**src/rtl/dt_pkg.sv**
```systemverilog
// Shared definitions for the PE1 Dadda-tree stages: default widths and the redundant pair type.
`default_nettype none

package dt_pkg;

  localparam int PE1_TREE_W    = 15;
  localparam int PE1_CPA_SPLIT = 8;

  typedef struct packed {
    logic [PE1_TREE_W-1:0] s;
    logic [PE1_TREE_W-1:0] c;
  } dt_pair_t;

endpackage

`default_nettype wire

```
**src/rtl/cpa_slice.sv**
```systemverilog
// N-bit ripple adder slice with carry-in; the MSB of the result is the carry-out.
`default_nettype none

module cpa_slice #(
  parameter int N = 8
) (
  input  logic [N-1:0] a_i,
  input  logic [N-1:0] b_i,
  input  logic         cin_i,
  output logic [N:0]   sum_o
);

  assign sum_o = {1'b0, a_i} + {1'b0, b_i} + {{N{1'b0}}, cin_i};

endmodule

`default_nettype wire

```
**src/rtl/dt3_cpa.sv**
```systemverilog
// Two-stage split carry-propagate adder closing the dt3 reduction tree; valid/ready on both sides.
`default_nettype none

module dt3_cpa
  import dt_pkg::*;
#(
  parameter int W     = PE1_TREE_W,
  parameter int SPLIT = PE1_CPA_SPLIT
) (
  input  logic         clk,
  input  logic         reset_n,
  input  logic         in_valid,
  output logic         in_ready,
  input  logic [W-1:0] s_in,
  input  logic [W-1:0] c_in,
  output logic         out_valid,
  input  logic         out_ready,
  output logic [W-1:0] sum,
  output logic         cout
);

  localparam int HW = W - SPLIT;

  logic             v1_q, v1_d;
  logic             v2_q, v2_d;
  logic [SPLIT:0]   low_q;
  logic [SPLIT:0]   low_d;
  logic [HW-1:0]    shi_q, chi_q;
  logic [HW:0]      hi_d;
  logic [W-1:0]     sum_q, sum_d;
  logic             cout_q, cout_d;
  logic             adv2;
  logic             accept;

  cpa_slice #(.N(SPLIT)) u_lo (
    .a_i   (s_in[SPLIT-1:0]),
    .b_i   (c_in[SPLIT-1:0]),
    .cin_i (1'b0),
    .sum_o (low_d)
  );

  cpa_slice #(.N(HW)) u_hi (
    .a_i   (shi_q),
    .b_i   (chi_q),
    .cin_i (low_q[SPLIT]),
    .sum_o (hi_d)
  );

  assign sum_d  = {hi_d[HW-1:0], low_q[SPLIT-1:0]};
  assign cout_d = hi_d[HW];

  // in_ready depends on out_ready only, never on in_valid.
  always_comb begin
    adv2     = v1_q & (~v2_q | out_ready);
    in_ready = ~v1_q | adv2;
    accept   = in_valid & in_ready;
    v1_d     = v1_q;
    v2_d     = v2_q;
    if (accept) begin
      v1_d = 1'b1;
    end else if (adv2) begin
      v1_d = 1'b0;
    end
    if (adv2) begin
      v2_d = 1'b1;
    end else if (out_ready) begin
      v2_d = 1'b0;
    end
  end

  always_ff @(posedge clk or negedge reset_n) begin
    if (!reset_n) begin
      v1_q   <= 1'b0;
      v2_q   <= 1'b0;
      low_q  <= '0;
      shi_q  <= '0;
      chi_q  <= '0;
      sum_q  <= '0;
      cout_q <= 1'b0;
    end else begin
      v1_q <= v1_d;
      v2_q <= v2_d;
      if (accept) begin
        low_q <= low_d;
        shi_q <= s_in[W-1:SPLIT];
        chi_q <= c_in[W-1:SPLIT];
      end
      if (adv2) begin
        sum_q  <= sum_d;
        cout_q <= cout_d;
      end
    end
  end

  assign out_valid = v2_q;
  assign sum       = sum_q;
  assign cout      = cout_q;

endmodule

`default_nettype wire

```
**config.mk**
```make
export PLATFORM = sky130hd
export DESIGN_NAME = dt3_cpa
export DESIGN_NICKNAME = d
export VERILOG_FILES = /design/src/rtl/dt_pkg.sv /design/src/rtl/cpa_slice.sv /design/src/rtl/dt3_cpa.sv
export SDC_FILE = /design/constraint.sdc
export NUM_CORES = 1
export LEC_CHECK = 0
export BUFFER_PORTS_ARGS = -buffer_cell sky130_fd_sc_hd__clkbuf_2
export CORE_MARGIN = 2
export CORE_UTILIZATION = 40
export DETAILED_ROUTE_END_ITERATION = 12
export SYNTH_ARGS = -nofsm -noshare
export SYNTH_HDL_FRONTEND = slang
export SYNTH_SLANG_ARGS = --single-unit
```
**constraint.sdc**
```tcl
create_clock -name clk -period 2.7 [get_ports clk]
set_input_delay 0.135 -clock clk [delete_from_list [all_inputs] [get_ports clk]]
set_output_delay 0.135 -clock clk [all_outputs]
set_load 0.03 [all_outputs]
```
# == Yosys cells after proc, flatten, opt, wreduce, memory -nomap -nowiden ==
# Cells that the tools add are included.
# op_classes
n_addsub,3
n_mul,0
div,0
n_lt_le_gt_ge,0
n_eq_ne,0
n_shift,0
mux,4
n_bitwise,6
n_reduce_logical,2
# op_table
op,n
8-bit by 8-bit adder with 9-bit output,1
7-bit by 7-bit adder with 8-bit output,1
8-bit by 1-bit adder with 8-bit output,1
1-bit two-way mux,4
2-bit nonzero test,2
1-bit AND,2
1-bit NOT,2
1-bit bitwise OR,2
# totals
regBits,41
latchBits,0
mem_bits_rw,0
romBits,0
out_inout_bits,18
memories,0

# == Longest topological paths before layout ==
# Gate-level depths: netlist (run 1).
# depth
depth_word,6
mapped_depth,8
ltp_nobuf,8

# == By module ==
# Synthesis (run 1) repeated with hierarchy kept, for this count alone.
# unflattened
cells_unflattened,170
hier_area_um2,2270.9
# by_module_without_submodules
mod,n_inst,cells_per_inst,area_each_um2,seq_area_each_um2
dt3_cpa,1,90,1645.3,1026.0
cpa_slice at u_lo,1,42,331.6,0.0
cpa_slice at u_hi,1,38,294.0,0.0

# == Worst setup path after synthesis (run 1) ==
# OpenSTA, ideal clock, no wires.
# synth_timing
kind,register to register
start,register shi_q[0]
end,"register sum_q[14], in the netlist sum[14]"
arrival_ns,1.922
required_time_ns,2.605
slack_ns,0.682
stages_incl_launch_ff,9
synth_period_minus_slack_ns,2.018
path_cell_list,dfrtp_1 > fa_1 > inv_1 > fa_1 > nor2b_4 > o31a_1 > o21a_1 > o21a_1 > o31ai_1
# synth_via
elab_chain_len,2
# synth_lines
item,line_no,rtl
"start, declared",dt3_cpa.sv:28,"logic [HW-1:0] shi_q, chi_q;"
"start signal, assigned",dt3_cpa.sv:85,shi_q <= s_in[W-1:SPLIT];
7-bit by 7-bit adder with 8-bit output,cpa_slice.sv:13,"assign sum_o = {1'b0, a_i} + {1'b0, b_i} + {{N{1'b0}}, cin_i};"
8-bit by 1-bit adder with 8-bit output,cpa_slice.sv:13,
"end signal, assigned",dt3_cpa.sv:89,sum_q <= sum_d;
"end, declared",dt3_cpa.sv:30,"logic [W-1:0] sum_q, sum_d;"
# No other way between the ends.
# A chain may end at the register's enable or synchronous reset.

# == Final worst setup path (run 1) ==
# Ends and elaborated chain as after synthesis.

==> summary by stage, run 1 <==
STA
Timing would allow up to 457 MHz. The worst hold slack is 0.00197 ns. The count of pins over their slew limit came to 0. The clock period minus final worst setup slack is 2.19 ns. For the final routed database, the setup TNS stands at 0 ns. Of the available clock period, the critical path in the final layout requires 0.811. At the pin with the least slew margin, the transition time is 0.997 ns. The count of final hold-check violations is 0. The worst-case clock skew is 0.00330 ns. Setup violations remaining at the end of the flow were counted as 0.

The relative max-transition margin is 0.335. Setup repair after global routing left no endpoint under its margin.

Detailed routing
In the final routed layout, each cell accounts on average for 12.7 um. The mean number of vias per cell is 4.97. The first detailed-routing pass ran for 3 iterations. In this run the remaining antenna-violating nets after routing total 0. The total wire length after detailed routing is 3770 um. The overall via count from detail_route is 1476. After the first detailed-routing iteration, the DRC count stood at 37. After detailed routing, the number of remaining DRC violations is 0.

Synthesis
The number of nets produced by synthesis is 225. The count of unique library cells instantiated by Yosys is 28. The sequential element share of the synthesized area is 0.500. The number of storage elements in the synthesis netlist is 41.

A synthesized cell averages 11.8 um2. The total standard cell area after synthesis is 0.00205 mm2. The synthesis warning total is 0. The synthesized instance count is 174.

Global routing
The number of antenna violations at the first check in global routing is 0. The via count of the first global-routing pass is 1449. In the global route stage, overall resource usage came out at 0.147. The first global-routing pass estimated 6180 um of wire. The pin count of the biggest net entering global routing is 42. Global routing finished with a remaining overflow of 0.

Placed design
The placer congestion estimate is 0.856. The post-DP HPWL is 2920 um. The total placed instance area is 0.00238 mm2.

The count of input and output buffers is 51.

Run
The count of maximum capacitance violations is 0.

Worst setup path
On the worst path, the slowest cell contributes a delay of 0.46 ns. At the worst endpoint, the arrival time is 2.38 ns. The library cell contributing the largest single delay on the critical path is sky130_fd_sc_hd__fa_1.

Following the worst setup path forward leads to its endpoint at sum[14]. The reg-to-reg setup timing slack is 0.51 ns. The end of the worst register-to-register path is sum[14]. The worst setup path is launched from a flip-flop. The critical path crosses 8 cells after its start point. Walking the worst path, the cells encountered are fa_1 -> inv_1 -> fa_1 -> nor2b_4 -> o31a_1 -> o21a_1 -> o21a_1 -> o31ai_1. STA classifies the critical path endpoint as a flip-flop.

The cell family contributing the most delay on the critical path is compound AO/OA/AOI/OAI gates. In this run the worst path has a maximum fanout of 2. The data required time at the worst endpoint is 2.89 ns. The number of cells on the worst reg-to-reg path is 8. The classification of the worst setup path is reg2reg.

The launching point of the worst reg2reg path is shi_q[0]. The critical path starts at shi_q[0]. The number of buffers and inverters on the critical path is 1.

Floorplanning
The initialized floorplan defines 26 standard-cell rows. The area of the die is 0.00572 mm2. The initial utilization of the core area, before any placement, comes to 0.407.

The number of top-level design ports is 52. The core region is 0.00504 mm2. The die is 75.6 um tall. The chip width is 75.6 um.

Final layout
Leaving out fill and tap cells, the most frequent cells in the layout are sky130_fd_sc_hd__clkbuf_2 (51), sky130_fd_sc_hd__dfrtp_1 (41), sky130_fd_sc_hd__mux2_2 (25). The share of cells above drive strength 1 is 0.374. The number of nets in the layout is 279. The final non-filler cell area is 0.00245 mm2. The repair_antennas step left the layout with diodes totalling 0. The area growth from synthesis to layout is 19.5%. Leaving out fill and tap cells, the most frequent cell in the layout is sky130_fd_sc_hd__clkbuf_2.

Clock network
The latest clock arrival within the worst-skew pair is 0.29 ns. The total number of H-tree levels is 2. The TritonCTS clock tree is yes. The number of gates resized after CTS was 0.

Clock-pin slew was measured on the worst setup and hold paths at 0.07 ns. The total clock buffers created by CTS is 5. After clock tree synthesis, the setup repair step added 0 buffers. The buffer levels on the longest clock path is 2. The library cell used as clock root buffer is sky130_fd_sc_hd__clkbuf_8. The hold-fix buffer count after cts is 0.

The tree built by TritonCTS fans out to 41 sinks.

Pwr
IR analysis of the VDD net gives a maximum drop of 0.240 mV. The leakage power of the design is 1.20 nW. The power density over cell area is 778 mW/mm2.

Outcome
The run finished with clean final reports.

Min path
The worst hold-check path type is in2async.
## cell type report
cell class	count	area [um2]
inverters	5	18.8
repair buffers	52	263
clock buffers	5	68.8
flip-flops and latches	41	1030
fillers	481	2590
multi-input cells	123	985
well taps	70	87.6
clock inverters	1	5.00
## worst min path at each step
stage | startpoint | end | slack (ns) | depth (start not counted)
after global routing | c_in[13] | chi_q[5] | 0.06 | 2
after floorplan | reset_n | chi_q[0] | -0.16 | 0
after global placement | reset_n | shi_q[4] | 0.36 | 1
after CTS | reset_n | shi_q[4] | 0.04 | 1
after detailed placement | reset_n | shi_q[4] | 0.35 | 1
final | reset_n | shi_q[5] | 0.002 | 1
## cell usage after synthesis
cell type | count | area, um2
sky130_fd_sc_hd__nand3b_1 | 1 | 7.51
sky130_fd_sc_hd__o211ai_1 | 1 | 7.51
sky130_fd_sc_hd__nand2b_1 | 5 | 31.3
sky130_fd_sc_hd__a21o_1 | 3 | 22.5
sky130_fd_sc_hd__ha_1 | 14 | 175
sky130_fd_sc_hd__a31oi_1 | 1 | 6.26
sky130_fd_sc_hd__mux2_2 | 25 | 282
sky130_fd_sc_hd__a21oi_1 | 10 | 50.1
sky130_fd_sc_hd__o31a_1 | 1 | 8.76
sky130_fd_sc_hd__dfrtp_1 | 41 | 1030
sky130_fd_sc_hd__o21ai_0 | 15 | 75.1
sky130_fd_sc_hd__a2bb2oi_1 | 1 | 8.76
sky130_fd_sc_hd__a211o_2 | 1 | 10.0
sky130_fd_sc_hd__xnor2_1 | 1 | 8.76
sky130_fd_sc_hd__nor2_1 | 6 | 22.5
sky130_fd_sc_hd__xor2_1 | 4 | 35.0
sky130_fd_sc_hd__nand2_1 | 16 | 60.1
sky130_fd_sc_hd__buf_2 | 4 | 20.0
sky130_fd_sc_hd__nor2b_4 | 1 | 13.8
sky130_fd_sc_hd__a211oi_1 | 4 | 30.0
sky130_fd_sc_hd__nor3_1 | 2 | 10.0
sky130_fd_sc_hd__a211o_1 | 1 | 8.76
sky130_fd_sc_hd__and2_1 | 1 | 6.26
sky130_fd_sc_hd__o21a_1 | 3 | 22.5
sky130_fd_sc_hd__inv_1 | 5 | 18.8
sky130_fd_sc_hd__o31ai_1 | 3 | 22.5
sky130_fd_sc_hd__clkbuf_1 | 1 | 3.75
sky130_fd_sc_hd__fa_1 | 3 | 60.1
## flip-flops by register name, indices dropped and copies added (netlist names)
register	flops
chi_q	7
out_valid	1
low_q	9
cout	1
v1_q	1
shi_q	7
sum	15
## report_power, final
part | total (mW) | switching, mW | internal (mW)
registers | 0.843 | 0.0787 | 0.764
clock network | 0.358 | 0.188 | 0.170
logic | 0.708 | 0.425 | 0.283
total | 1.91 | 0.692 | 1.22
## cells by family after synthesis
family,count (synthesis),share of synthesized area
xor gates and xnor gates,5,0.0213
and+or+nand+nor,32,0.0737
muxes,25,0.137
AOI/OAI and AO/OA,44,0.133
adders and majority gates,17,0.115
buffers and inverters,10,0.0207
DFF,41,0.500
## routing by layer
metal  global-route usage  vias to the layer above  wire length [um]
met4               0.0585                        0                49
li1                     -                      731                 -
met3               0.0489                        6               246
met1                0.164                      698              1580
met5                    0                        -                 0
met2                0.257                       41              1900
## through the flow
step / setup WS [ns] / cells / power [mW] / util
after floorplan: 0.682 / 174 / 1.36 / -
after global placement: 0.629 / 291 / 1.56 / 0.472
after detailed placement: 0.549 / 291 / 1.57 / 0.472
after CTS: 0.494 / 297 / 1.94 / 0.487
after global routing: 0.392 / 297 / 2.06 / 0.487
final: 0.510 / 297 / 1.91 / 0.487
Power figures use the tool's default switching activity.
==> inputs of run 2 (changes only) <==
Settings changed: PLACE_DENSITY set to 0.65.
Clock period 2.7 ns to 2 ns, I/O delays scaled along.
==> run 2 against run 1 <==
  * Maximum frequency grew 9.7%
  * Sequential share of layout area fell by 1.5 points
  * Critical endpoint unchanged
  * Core utilization grew 1.8 points
  * Register-to-register slack worse by 0.51 ns
  * Largest cell class unchanged
==> summary by stage, run 2 (synthesis gave the netlist of run 1 again) <==
Outcome
Status: complete, no violations (unchanged).

Final layout
The area growth from synthesis to layout is 23.9% (was 19.5%). The leading cell type in the layout, fill and taps excluded is sky130_fd_sc_hd__clkbuf_2 (unchanged). The number of nets in the layout is 284 (was 279). The flip-flop count of the largest register, all copies and words added was 15 (unchanged).

The share of cells above drive strength 1 is 0.402 (was 0.374). The number of standard cells in the layout, taps in and fillers out was 304 (was 297). The share of the core filled with cells is 0.505 (was 0.487).

Commonest non-fill, non-tap cells in the layout: sky130_fd_sc_hd__clkbuf_2 (51), sky130_fd_sc_hd__dfrtp_1 (41), sky130_fd_sc_hd__mux2_2 (25) (unchanged). The final non-filler cell area was 0.00254 mm2 (was 0.00245 mm2). The total inserted antenna cells is 0 (unchanged).

Pwr
The power spent charging and discharging nets is 0.964 mW (was 0.692 mW). The power consumption is 2.80 mW (was 1.91 mW). The part of the power in combinational logic came to 0.348 (was 0.371). The sequential fraction of design power is 0.409 (was 0.442). The worst supply voltage drop on vdd is 0.422 mV (was 0.240 mV). The switching part of the total is 0.345 (was 0.363).

The internal power component is 1.83 mW (was 1.22 mW). The power density over cell area was 1100 mW/mm2 (was 778 mW/mm2). The clock group share of total power came to 0.243 (was 0.188). The leakage power of the design is 1.23 nW (was 1.20 nW).

Placed design
The placer congestion estimate is 0.734 (was 0.856). The cell total after placement was 295 (was 291). The total placed instance area came to 0.00241 mm2 (was 0.00238 mm2). The post-DP HPWL is 2940 um (was 2920 um). The count of input and output buffers is 51 (unchanged).

Global routing
The via count of the first global-routing pass came to 1471 (was 1449). The number of antenna violations at the first check in global routing is 0 (unchanged). The aggregate global-route resource usage came to 0.150 (was 0.147). The pin count of the biggest net entering global routing is 42 (unchanged). The overall overflow remaining after global route is 0 (unchanged). The first-pass GRT wire length was 6470 um (was 6180 um).

Worst setup path
The kind of end point of the critical path is a flip-flop (unchanged). The maximum fanout count along the critical path is 2 (unchanged). The first element of the critical path is chi_q[0] (was shi_q[0]). The data required time at the worst endpoint is 2.20 ns (was 2.89 ns). The kind of launch point of the worst setup path is a flip-flop (unchanged). The launching point of the worst reg2reg path is chi_q[0] (was shi_q[0]). The classification of the worst setup path was reg2reg (unchanged). The arrival time at the worst endpoint came to 2.19 ns (was 2.38 ns).

STA
The count of pins over their slew limit is 0 (unchanged). The count of final hold-check violations is 0 (unchanged). RSZ-0062 raised after global routing: true (was false).

The actual slew at the worst max-slew pin is 0.571 ns (was 0.997 ns). The clock period minus final worst setup slack is 2.00 ns (was 2.19 ns). The worst-case clock skew is 0.00454 ns (was 0.00330 ns). The fraction of the cycle the final worst path needs is 0.998 (was 0.811). The relative max-transition margin came to 0.619 (was 0.335). The maximum clock frequency came to 501 MHz (was 457 MHz). The total setup violations reported at the end of the flow is 0 (unchanged). The total negative setup slack came to 0 ns (unchanged).

Clock network
The count of clock tree sinks is 41 (unchanged). The TritonCTS clock tree is yes (unchanged). The total number of H-tree levels is 2 (unchanged).

The latest clock arrival within the worst-skew pair came to 0.29 ns (about the same). The library cell used as clock root buffer is sky130_fd_sc_hd__clkbuf_8 (unchanged). The number of buffers added for setup after CTS is 0 (unchanged). The total clock buffers created by CTS is 5 (unchanged).

The register clock-pin slew on the reported worst setup and hold paths came to 0.08 ns (was 0.07 ns). The buffer levels on the longest clock path is 2 (unchanged).

Run
The count of maximum capacitance violations is 0 (unchanged).

Min path
The startpoint of the worst hold path is c_in[13]. The worst hold-check path type was in2reg (was in2async).

Floorplanning
The initial standard-cell utilization of the core is 0.407 (unchanged). The number of top-level design ports is 52 (unchanged). The site row count was 26 (unchanged). The total core area came to 0.00504 mm2 (unchanged). The y dimension of the die is 75.6 um (unchanged). The chip width was 75.6 um (unchanged).

The area of the die is 0.00572 mm2 (unchanged).

Detailed routing
The mean number of vias per cell is 4.92 (was 4.97). The first-pass detailed-route iteration total is 3 (unchanged). The average routed wire per standard cell is 12.5 um (was 12.7 um). The overall via count from detail_route is 1495 (was 1476). The violation count after the first detailed-route iteration came to 50 (was 37). The count of nets left with antenna violations after detail routing is 0 (unchanged). The total wire length after detailed routing is 3800 um (was 3770 um).

The count of unresolved DRC violations after routing is 0 (unchanged).
[run 2: changes by cell type in the layout (fill, tap and decap cells not counted)]
cell	previous run	this run
sky130_fd_sc_hd__fa_1	3	1
sky130_fd_sc_hd__inv_2	0	1
sky130_fd_sc_hd__fa_2	0	2
sky130_fd_sc_hd__inv_1	5	4
sky130_fd_sc_hd__buf_4	1	5
sky130_fd_sc_hd__clkinv_2	1	0
sky130_fd_sc_hd__dlygate4sd3_1	0	1
sky130_fd_sc_hd__clkinvlp_4	0	1
sky130_fd_sc_hd__bufinv_16	0	1
sky130_fd_sc_hd__clkbuf_8	5	6
[run 2: power groups by stage]
| stage | Sequential (mW) | Clock, mW | Combinational, mW |
|---|---|---|---|
| after floorplan | 1.39 | 0 | 0.453 |
| final | 1.14 | 0.681 | 0.972 |
| after global routing | 1.18 | 0.742 | 1.08 |
| after CTS | 1.15 | 0.706 | 0.990 |
| after global placement | 1.16 | 0 | 0.963 |
| after detailed placement | 1.17 | 0 | 0.980 |
[run 2: path summary, 6_finish.rpt]
check	end	slack, ns	cells after the start
max in group asynchronous	chi_q[4]	1.24	3
hold reg to reg	low_q[4]	0.48	2
setup reg to reg	sum[14]	0.004	8
min in group asynchronous	sum[9]	0.42	3
setup / recovery	sum[14]	0.004	8
hold / removal	chi_q[5]	0.04	2
[run 2: through the flow]
step / setup WS (ns) / hold slack [ns]
after CTS: -0.00960 / 0.0278
after detailed placement: -0.0514 / 0.199
after global routing: -0.135 / 0.0370
final: 0.00403 / 0.0393
after global placement: -0.0229 / 0.200
after floorplan: 0.0200 / -0.196
[run 2: what timing repair did]
action                                 CTS  global route
hold buffers                             1             0
gates cloned                             0             0
endpoints found under the hold margin   41             0
setup endpoints to repair                1             1
pin swaps                                3             0
gates resized for setup                  1             0
[run 2: final cells by class]
type / count / area (um2)
timing repair buffer: 57 / 303
sequential: 41 / 1030
fill: 442 / 2500
tap: 70 / 87.6
clock inverter: 2 / 37.5
multi-input combinational: 123 / 990
inverter: 5 / 18.8
clock buffer: 6 / 82.6
[run 2: layer usage]
layer,global-route usage,share of wire
met5,0,0
met4,0.0585,0.012
met3,0.0317,0.051
met2,0.267,0.51
met1,0.177,0.43
[run 2: critical path, cell delays in order, from the launching register on]
cell and delay (ns):
sky130_fd_sc_hd__dfrtp_1 0.40, sky130_fd_sc_hd__fa_2 0.41, sky130_fd_sc_hd__inv_2 0.06, sky130_fd_sc_hd__fa_2 0.22, sky130_fd_sc_hd__nor2b_4 0.04, sky130_fd_sc_hd__o31a_1 0.24, sky130_fd_sc_hd__o21a_1 0.19, sky130_fd_sc_hd__o21a_1 0.16
sky130_fd_sc_hd__o31ai_1 0.17
==> inputs of run 3 (changes only) <==
--- a/config.mk
+++ b/config.mk
@@ -6,4 +6,5 @@
 export NUM_CORES = 1
 export LEC_CHECK = 0
+export ABC_CLOCK_PERIOD_IN_PS = 2000
 export BUFFER_PORTS_ARGS = -buffer_cell sky130_fd_sc_hd__clkbuf_2
 export CORE_MARGIN = 2
==> constraint.sdc (replaced) <==
create_clock -name clk -period 2 [get_ports clk]
set_input_delay 0.6 -clock clk [delete_from_list [all_inputs] [get_ports clk]]
set_output_delay 0.6 -clock clk [all_outputs]
set_load 0.03 [all_outputs]
==> run 3 against run 2 <==
  * Highest routed layer unchanged
  * Clock skew about the same
  * The flow now finishes with violations (negative setup slack)
  * Critical path depth unchanged
  * Sequential power hardly changed
  * Power shrank 5.6%
  * Clock-buffer cell count decreased by 1
  * Final cell count is 0.99% higher
==> summary by stage, run 3 (synthesis gave the netlist of run 1 again) <==
Global routing
The global-route layer with the greatest usage is met2 (unchanged). The overall overflow remaining after global route is 0 (unchanged). The via count of the first global-routing pass is 1492 (was 1471). The first-pass GRT wire length came to 6290 um (was 6470 um). The number of antenna violations at the first check in global routing is 0 (unchanged). The met2 track demand over resource is 0.263 (was 0.267). The pin count of the biggest net entering global routing is 25 (was 42). The met3 demand-to-capacity share in global routing is 0.0437 (was 0.0317).

The global-route track usage on met1 is 0.170 (was 0.177). The aggregate global-route resource usage came to 0.149 (was 0.150).

Detailed routing
The overall via count from detail_route is 1486 (was 1495). The count of nets left with antenna violations after detail routing is 0 (unchanged). The violation count after the first detailed-route iteration was 48 (was 50).

The total wire length after detailed routing is 3760 um (was 3800 um). The average routed wire per standard cell was 12.3 um (was 12.5 um). The count of unresolved DRC violations after routing is 0 (unchanged). The first-pass detailed-route iteration total is 4 (was 3). The mean number of vias per cell came to 4.84 (was 4.92).

Pwr
The switching part of the total is 0.363 (was 0.345). The internal power component was 1.68 mW (was 1.83 mW). The power consumption is 2.64 mW (was 2.80 mW). The power density over cell area is 1030 mW/mm2 (was 1100 mW/mm2).

The clock group share of total power is 0.186 (was 0.243). The worst supply voltage drop on vdd was 0.372 mV (was 0.422 mV). The leakage power of the design is 1.24 nW (was 1.23 nW).

The power spent charging and discharging nets is 0.959 mW (was 0.964 mW). The part of the power in combinational logic is 0.383 (was 0.348). The sequential fraction of design power is 0.431 (was 0.409).

Final layout
The area of all sequential standard cells is 0.00103 mm2 (unchanged). The share of the core filled with cells was 0.508 (was 0.505). The number of fill cells is 466 (was 442). The area growth from synthesis to layout is 24.7% (was 23.9%). The flip-flop count of the largest register, all copies and words added is 15 (unchanged).

The total inserted antenna cells is 0 (unchanged). The share of cells above drive strength 1 is 0.439 (was 0.402). The number of nets in the layout is 289 (was 284). The multi-input combinational cell area is 0.00102 mm2 (was 990 um2). The final non-filler cell area is 0.00256 mm2 (was 0.00254 mm2). The leading cell type in the layout, fill and taps excluded was sky130_fd_sc_hd__clkbuf_2 (unchanged). The number of standard cells in the layout, taps in and fillers out is 307 (was 304). Commonest non-fill, non-tap cells in the layout: sky130_fd_sc_hd__clkbuf_2 (51), sky130_fd_sc_hd__dfrtp_1 (41), sky130_fd_sc_hd__mux2_2 (25) (unchanged).

STA
The count of pins over their slew limit is 0 (unchanged). The maximum clock frequency is 495 MHz (was 501 MHz). The actual slew at the worst max-slew pin is 0.607 ns (was 0.571 ns). The total setup violations reported at the end of the flow is 1 (was 0).

The worst-case clock skew is 0.00481 ns (was 0.00454 ns). The fraction of the cycle the final worst path needs is 1.01 (was 0.998). The clock period minus final worst setup slack is 2.02 ns (was 2.00 ns).

The post-route worst setup slack is -0.0190 ns (was 0.00403 ns). The count of final hold-check violations is 0 (unchanged). RSZ-0062 raised after global routing: true (unchanged).

The worst hold slack came to 0.304 ns (was 0.0393 ns). The total negative setup slack was -0.0190 ns (was 0 ns). The relative max-transition margin was 0.596 (was 0.619).

Worst setup path
The longest individual stage delay on the worst path is 0.41 ns (about the same). The kind of end point of the critical path is a flip-flop (unchanged). The library cell contributing the largest single delay on the critical path is sky130_fd_sc_hd__dfrtp_1 (was sky130_fd_sc_hd__fa_2). The kind of launch point of the worst setup path is a flip-flop (unchanged). The first element of the critical path is low_q[8] (was chi_q[0]). The cell family contributing the most delay on the critical path was compound AO/OA/AOI/OAI gates (unchanged). The data required time at the worst endpoint is 2.20 ns (about the same). The classification of the worst setup path is reg2reg (unchanged). The launching point of the worst reg2reg path is low_q[8] (was chi_q[0]).

The number of buffer and inverter stages on the critical path was 1 (unchanged). The arrival time at the worst endpoint is 2.22 ns (was 2.19 ns). The maximum fanout count along the critical path is 2 (unchanged). Cells along the critical path: fa_2 -> inv_2 -> fa_2 -> nor2b_4 -> o31a_1 -> o21a_1 -> o21a_1 -> o31ai_2 (was fa_2 -> inv_2 -> fa_2 -> nor2b_4 -> o31a_1 -> o21a_1 -> o21a_1 -> o31ai_1).

Placed design
The count of input and output buffers is 51 (unchanged). The placer congestion estimate is 0.746 (was 0.734). The total placed instance area is 0.00247 mm2 (was 0.00241 mm2).

The placement-stage worst setup slack is -0.157 ns (was -0.0514 ns). The cell total after placement is 300 (was 295). The post-DP HPWL was 3000 um (was 2940 um).

Floorplanning
The y dimension of the die is 75.6 um (unchanged). The total core area is 0.00504 mm2 (unchanged). The initial standard-cell utilization of the core came to 0.407 (unchanged). The number of top-level design ports is 52 (unchanged). The area of the die is 0.00572 mm2 (unchanged).

The chip width is 75.6 um (unchanged). The site row count is 26 (unchanged).

Clock network
The buffer levels on the longest clock path is 2 (unchanged). The library cell used as clock root buffer is sky130_fd_sc_hd__clkbuf_8 (unchanged). The total number of H-tree levels came to 2 (unchanged).

The latest clock arrival within the worst-skew pair came to 0.29 ns (about the same). The hold-fix buffer count after cts is 0 (was 1). The TritonCTS clock tree is yes (unchanged).

The total clock buffers created by CTS is 5 (unchanged). The register clock-pin slew on the reported worst setup and hold paths is 0.07 ns (was 0.08 ns). The count of clock tree sinks came to 41 (unchanged).

Min path
The worst hold-check path type is in2async (was in2reg).

Outcome
Status: finished, violations left (was complete, no violations). The final reports fail on negative setup slack.

Run
The count of maximum capacitance violations is 0 (unchanged).
[run 3: final timing paths]
check,endpoint,slack (ns),depth (start not counted)
max in group asynchronous,sum[1],1.12,2
worst min-delay path,sum[9],0.30,1
min in group clk,low_q[2],0.48,2
worst max register to register,sum[14],-0.02,8
worst min register to register,low_q[2],0.48,2
worst max-delay path,sum[14],-0.02,8
[run 3: power by group through the flow]
stage | sequential (mW) | clock, mW | combinational (mW)
after floorplan | 1.39 | 0 | 0.459
after global placement | 1.15 | 0 | 0.987
after detailed placement | 1.16 | 0 | 1.00
after CTS | 1.14 | 0.506 | 1.01
after global routing | 1.17 | 0.547 | 1.12
final | 1.14 | 0.491 | 1.01
[run 3: layout make-up]
cell class | instances | area share
Sequential cell | 41 | 0.401
Clock inverter | 1 | 0.00195
Timing Repair Buffer | 62 | 0.132
Multi-Input combinational cell | 123 | 0.397
Clock buffer | 5 | 0.0269
Inverter | 5 | 0.00733
Tap cell | 70 | 0.0342
[run 3: routing by layer]
metal,routed length [um],up-vias
met5,0,-
met4,70,0
met3,207,6
met2,1780,46
met1,1700,688
li1,-,746
[run 3: timing repair]
| action | in CTS | in global routing |
|---|---|---|
| buffers inserted | 1 | 0 |
| endpoints found under the hold margin | 0 | 0 |
| endpoints found under the setup margin | 1 | 2 |
| pin swaps | 3 | 0 |
| gates resized for setup | 1 | 2 |
